`src/rtl/credit_accumulator.sv`:
```
// Coin credit accumulator: keeps a running credit, deducts vend prices and refunds change on cancel.
// Optional AUTO_REFUND_EN adds an idle timer that forces a refund after TIMEOUT_CYCLES quiet HOLD cycles.
module credit_accumulator #(
   parameter int unsigned CREDIT_MAX   = 200,
   parameter int unsigned PRICE_APPLE  = 75,
   parameter int unsigned PRICE_BANANA = 20,
   parameter int unsigned PRICE_CARROT = 30,
   parameter int unsigned PRICE_DATE   = 40
`ifdef AUTO_REFUND_EN
   , parameter int unsigned TIMEOUT_CYCLES = 1000
`endif
) (
   input  logic       clk,
   input  logic       reset,
   input  logic       coin_valid,
   input  logic [1:0] coin_type,
   input  logic       cancel,
   input  logic       vend_apple,
   input  logic       vend_banana,
   input  logic       vend_carrot,
   input  logic       vend_date,
   output logic [7:0] credit,
   output logic       coin_reject,
   output logic       quarter_out,
   output logic       dime_out,
   output logic       nickel_out,
   output logic       refund_busy
);

   typedef enum logic [1:0] {IDLE, HOLD, REFUND} state_t;

   localparam logic [8:0] CREDIT_CEIL = 9'(CREDIT_MAX);

   state_t     state_q, state_d;
   logic [7:0] credit_q, credit_d;
   logic       coin_reject_q, coin_reject_d;
   logic       quarter_q, quarter_d;
   logic       dime_q, dime_d;
   logic       nickel_q, nickel_d;
   logic       busy_q, busy_d;

   logic [8:0] coin_value;
   logic [7:0] price;
   logic       vend_any;
   logic [7:0] base_credit;
   logic [8:0] sum;
   logic       timeout;

   always_comb begin
      case (coin_type)
         2'd0:    coin_value = 9'd5;
         2'd1:    coin_value = 9'd10;
         2'd2:    coin_value = 9'd25;
         default: coin_value = 9'd100;
      endcase
   end

   // Simultaneous vends resolve apple > banana > carrot > date.
   always_comb begin
      price    = 8'd0;
      vend_any = vend_apple | vend_banana | vend_carrot | vend_date;
      if (vend_apple)       price = 8'(PRICE_APPLE);
      else if (vend_banana) price = 8'(PRICE_BANANA);
      else if (vend_carrot) price = 8'(PRICE_CARROT);
      else if (vend_date)   price = 8'(PRICE_DATE);
   end

   assign base_credit = (price > credit_q) ? 8'd0 : credit_q - price;
   assign sum         = {1'b0, base_credit} + coin_value;

`ifdef AUTO_REFUND_EN
   localparam logic [15:0] TIMEOUT_LAST = 16'(TIMEOUT_CYCLES - 1);

   logic [15:0] timer_q, timer_d;
   logic        activity;

   always_comb begin
      activity = coin_valid | vend_any | cancel;
      timeout  = (state_q == HOLD) && !activity && (timer_q == TIMEOUT_LAST);
      timer_d  = timer_q + 16'd1;
      if (state_q != HOLD || activity || timeout) timer_d = 16'd0;
   end

   always_ff @(posedge clk) begin
      if (!reset) timer_q <= 16'd0;
      else        timer_q <= timer_d;
   end
`else
   assign timeout = 1'b0;
`endif

   always_comb begin
      // NOTE: every output of this block gets a default first, so no path can infer a latch.
      state_d       = state_q;
      credit_d      = credit_q;
      coin_reject_d = 1'b0;
      quarter_d     = 1'b0;
      dime_d        = 1'b0;
      nickel_d      = 1'b0;
      case (state_q)
         IDLE, HOLD: begin
            if (state_q == HOLD && (cancel || timeout)) begin
               credit_d      = base_credit;
               coin_reject_d = coin_valid;
               state_d       = REFUND;
            end else begin
               credit_d = base_credit;
               if (coin_valid) begin
                  if (sum <= CREDIT_CEIL) credit_d = sum[7:0];
                  else                    coin_reject_d = 1'b1;
               end
               state_d = (credit_d != 8'd0) ? HOLD : IDLE;
            end
         end
         REFUND: begin
            // Largest coin first; a sub-nickel remainder is forfeited.
            coin_reject_d = coin_valid;
            if (credit_q >= 8'd25) begin
               quarter_d = 1'b1;
               credit_d  = credit_q - 8'd25;
            end else if (credit_q >= 8'd10) begin
               dime_d   = 1'b1;
               credit_d = credit_q - 8'd10;
            end else if (credit_q >= 8'd5) begin
               nickel_d = 1'b1;
               credit_d = credit_q - 8'd5;
            end else begin
               credit_d = 8'd0;
            end
            if (credit_d == 8'd0) state_d = IDLE;
         end
         default: state_d = IDLE;
      endcase
      busy_d = (state_d == REFUND);
   end

   always_ff @(posedge clk) begin
      // NOTE: sequential state uses non-blocking assignments so all registers update together.
      if (!reset) begin
         state_q       <= IDLE;
         credit_q      <= 8'd0;
         coin_reject_q <= 1'b0;
         quarter_q     <= 1'b0;
         dime_q        <= 1'b0;
         nickel_q      <= 1'b0;
         busy_q        <= 1'b0;
      end else begin
         state_q       <= state_d;
         credit_q      <= credit_d;
         coin_reject_q <= coin_reject_d;
         quarter_q     <= quarter_d;
         dime_q        <= dime_d;
         nickel_q      <= nickel_d;
         busy_q        <= busy_d;
      end
   end

   assign credit      = credit_q;
   assign coin_reject = coin_reject_q;
   assign quarter_out = quarter_q;
   assign dime_out    = dime_q;
   assign nickel_out  = nickel_q;
   assign refund_busy = busy_q;

endmodule

```
`config.mk`:
```
export PLATFORM = sky130hd
export DESIGN_NAME = credit_accumulator
export DESIGN_NICKNAME = d
export VERILOG_FILES = /design/src/rtl/credit_accumulator.sv
export SDC_FILE = /design/constraint.sdc
export NUM_CORES = 1
export LEC_CHECK = 0
export CORE_AREA = 2 2 89 82
export CTS_CLUSTER_DIAMETER = 30
export DETAILED_ROUTE_END_ITERATION = 10
export DIE_AREA = 0 0 91 84
export DONT_BUFFER_PORTS = 1
export GPL_TIMING_DRIVEN = 0
export HOLD_SLACK_MARGIN = 0.08
export SYNTH_ARGS = -nofsm -noshare
export SYNTH_HDL_FRONTEND = slang
export SYNTH_SLANG_ARGS = --single-unit
```
`constraint.sdc`:
```
create_clock -name clk -period 5.6 [get_ports clk]
set_input_delay 1.12 -clock clk [delete_from_list [all_inputs] [get_ports clk]]
set_output_delay 1.12 -clock clk [all_outputs]
set_load 0.01 [all_outputs]
```
==> results.yml <==
status:
  outcome: "finished, final reports clean"
clock_tree:
  ctsHoldBuffers: 0
  cts_root_buffer: "clkbuf_8"
  htreeDepth: 1
  tritoncts: "done"
  cts_buffers: 3
  clkLatencyLatePin_ns: 0.25
  clk_pin_slew_ns: 0.06
  clock_sinks: 15
  postCtsSetupRepairBufs: 0
  cts_resized: 0
  clk_path_buf_depth: 2
timing:
  slew_viol_final: 0
  slew_headroom_pct: 63.5
  skew_ns: 0.00258
  hold_ws_ns: 0.673
  tightest_slew_ns: 0.547
  finalSetupViolCount: 0
  hold_viol_final: 0
  fin_crit_sh_pct: 95.1
  fin_crit_ns: 5.32
  fmax_mhz: 188
  rsz0062_at_grt: "no"
  finalSetupTns_ns: 0
synthesis:
  synth_area_leaders: "ha_1, dfxtp_1, o21ai_0, nand2_1, nor2_1"
  async_reset_ff_share_pct: 0
  yosysMostFrequentCell: "ha_1"
  postSynthAreaPerCell_um2: 8.09
  synth.top_cell.area_share_pct: 15.3
  synth.distinct_cells: 73
  ys.warnings.count: 0
  synthFlopType: "dfxtp_1"
  seq_area_frac_synth_pct: 13.1
  synth_edf_count: 0
  synth_area_um2: 2290
  ys_ff_latch: 15
  yosys-top-cells-count: "ha_1, nand2_1, nor2_1, o21ai_0, inv_1"
  syn_inst: 283
  synth_top_area_cell: "ha_1"
  synth_nets: 323
power_and_ir_drop:
  p_seq_share_pct: 15.2
  combPwrFrac_pct: 78.3
  power_density_nw_per_um2: 576
  peakVddDrop_uv: 143
  p_int_mw: 0.648
  clkPwrFrac_pct: 6.5
  p_sw_share_pct: 54.0
  leakagePower_nw: 1.07
  p_sw_mw: 0.762
route:
  via_per_inst: 5.54
  dr_wl_met2_um: 2900
  top_layer_used: "met4"
  postRouteAntennaNets: 0
  met1Wirelength_um: 2710
  drtIter0Drc: 109
  wl_met3_um: 250
  dr.pass1.iters: 6
  routedWlPerCell_um: 15.8
  wirelength_um: 5990
  drc: 0
  dr_total_vias: 2104
final_layout:
  fillers: 733
  drive_above_1_share_pct: 10.5
  n_antenna_cell: 0
  syn2layout_area_growth_pct: 7.05
  finalNetCount: 328
  multi_input_area_um2: 1870
  final_util_pct: 35.9
  final_cell_area_um2: 2450
  seqCellArea_um2: 300
global_route:
  grt_max_degree: 12
  grt_usage_pct: 16.3
  globalRouteOverflowTotal: 0
  grt_pass1_wl_um: 10300
  antenna_found_initial: 0
  grt_pass1_vias: 2059
critical_path:
  crit_type: "in -> reg"
  crit_path_start: "vend_apple"
  worst_r2r_startpoint: "credit[0]"
  required_ns: 5.75
  critPathLaunchType: "input pin"
  worst_ep_arrival_time_ns: 5.47
  cp_max_fo: 6
  worst_setup_path_end_kind: "flop"
die:
  die_area_um2: 7640
  fp.coreArea_um2: 6820
  fp-row-count: 29
  pin_count: 23
  die_y_um: 84
  die_w_um: 91
  initial_core_util_pct: 33.6
place:
  gp_congestion: 0.824
  io_buffers: 0
  place_area_um2: 2410
  dp_hpwl_um: 4690
run:
  maxCapViolations: 0
hold_path:
  hold_path.class: "reg -> reg"
  hp-start: "state_q[0]"
-- final cells by class --
type / count / area share, %
plain buffers: 9 / 2.25
well taps: 93 / 4.75
clock buffers: 4 / 1.84
flip-flops and latches: 15 / 12.3
multi-input cells: 243 / 76.5
inverters: 16 / 2.45
-- per-layer routing --
metal / up-vias / GRT usage (%)
li1: 1068 / -
met1: 975 / 20.5
met2: 50 / 28.8
met3: 11 / 2.17
met4: 0 / 5.10
met5: - / 0
-- cells by family (layout without fill, tap and decap cells) --
kind of cell	after synthesis	count (layout)	share of synthesized area, %
AO/OA/AOI/OAI	100	100	35.8
adder cells (fa/ha/maj)	30	30	17.0
buffers and inverters	25	29	5.03
multiplexers	9	9	4.10
AND/OR/NAND/NOR	95	95	21.5
flip-flops	15	15	13.1
XOR/XNOR	9	9	3.44
-- critical path, cell delays in order --
cell and delay [ns]:
ha_1 0.14, inv_1 0.05, fa_1 0.41, a21o_1 0.20
a21o_1 0.23, a41oi_4 0.35, nor2_1 0.13, ha_1 0.25
fa_1 0.43, a211o_1 0.29, o21ai_0 0.22, nor3_2 0.13
o32ai_4 0.35, nand2_1 0.11, o21a_4 0.23, o211ai_4 0.26
mux2_1 0.37, o211a_1 0.21
-- flip-flops by register name, summed over array words and instances (netlist names) --
register     count
refund_busy      1
dime_out         1
credit           8
nickel_out       1
coin_reject      1
quarter_out      1
state_q          2
-- power by group through the flow --
stage / sequential [mW] / clock [mW] / combinational [mW]
4_1_cts: 0.212 / 0.0930 / 1.10
2_1_floorplan: 0.189 / 0 / 0.895
5_1_grt: 0.219 / 0.0972 / 1.25
6_report: 0.214 / 0.0916 / 1.11
3_3_place_gp: 0.213 / 0 / 1.08
3_5_place_dp: 0.215 / 0 / 1.10
-- per-stage QoR --
step                      std cells  power, mW  worst slack (ns)
after floorplan                 283       1.08             0.405
after global placement          376       1.30            0.0498
after detailed placement        376       1.31            0.0233
after CTS                       380       1.41             0.271
after global routing            380       1.57            0.0267
final                           380       1.41             0.275
-- cells in the final DEF, fill, tap and decap left out, drive strengths merged, types with 6 or more instances in the layout --
cell type   n
a21oi      16
o21ai      25
nor2b       7
a21o        6
inv        16
nor2       22
nand2      23
mux2i       6
ha         28
nor3       15
o21a        7
dfxtp      15
nand3       6
clkbuf      8
-- worst paths after layout --
path	endpoint	slack, ns	cells past startpoint
max	credit[0]	0.28	18
min	coin_reject	0.67	2
max reg2reg	credit[0]	0.46	19
min reg2reg	coin_reject	0.67	2
Note: power is estimated with default switching activity, not from simulation.
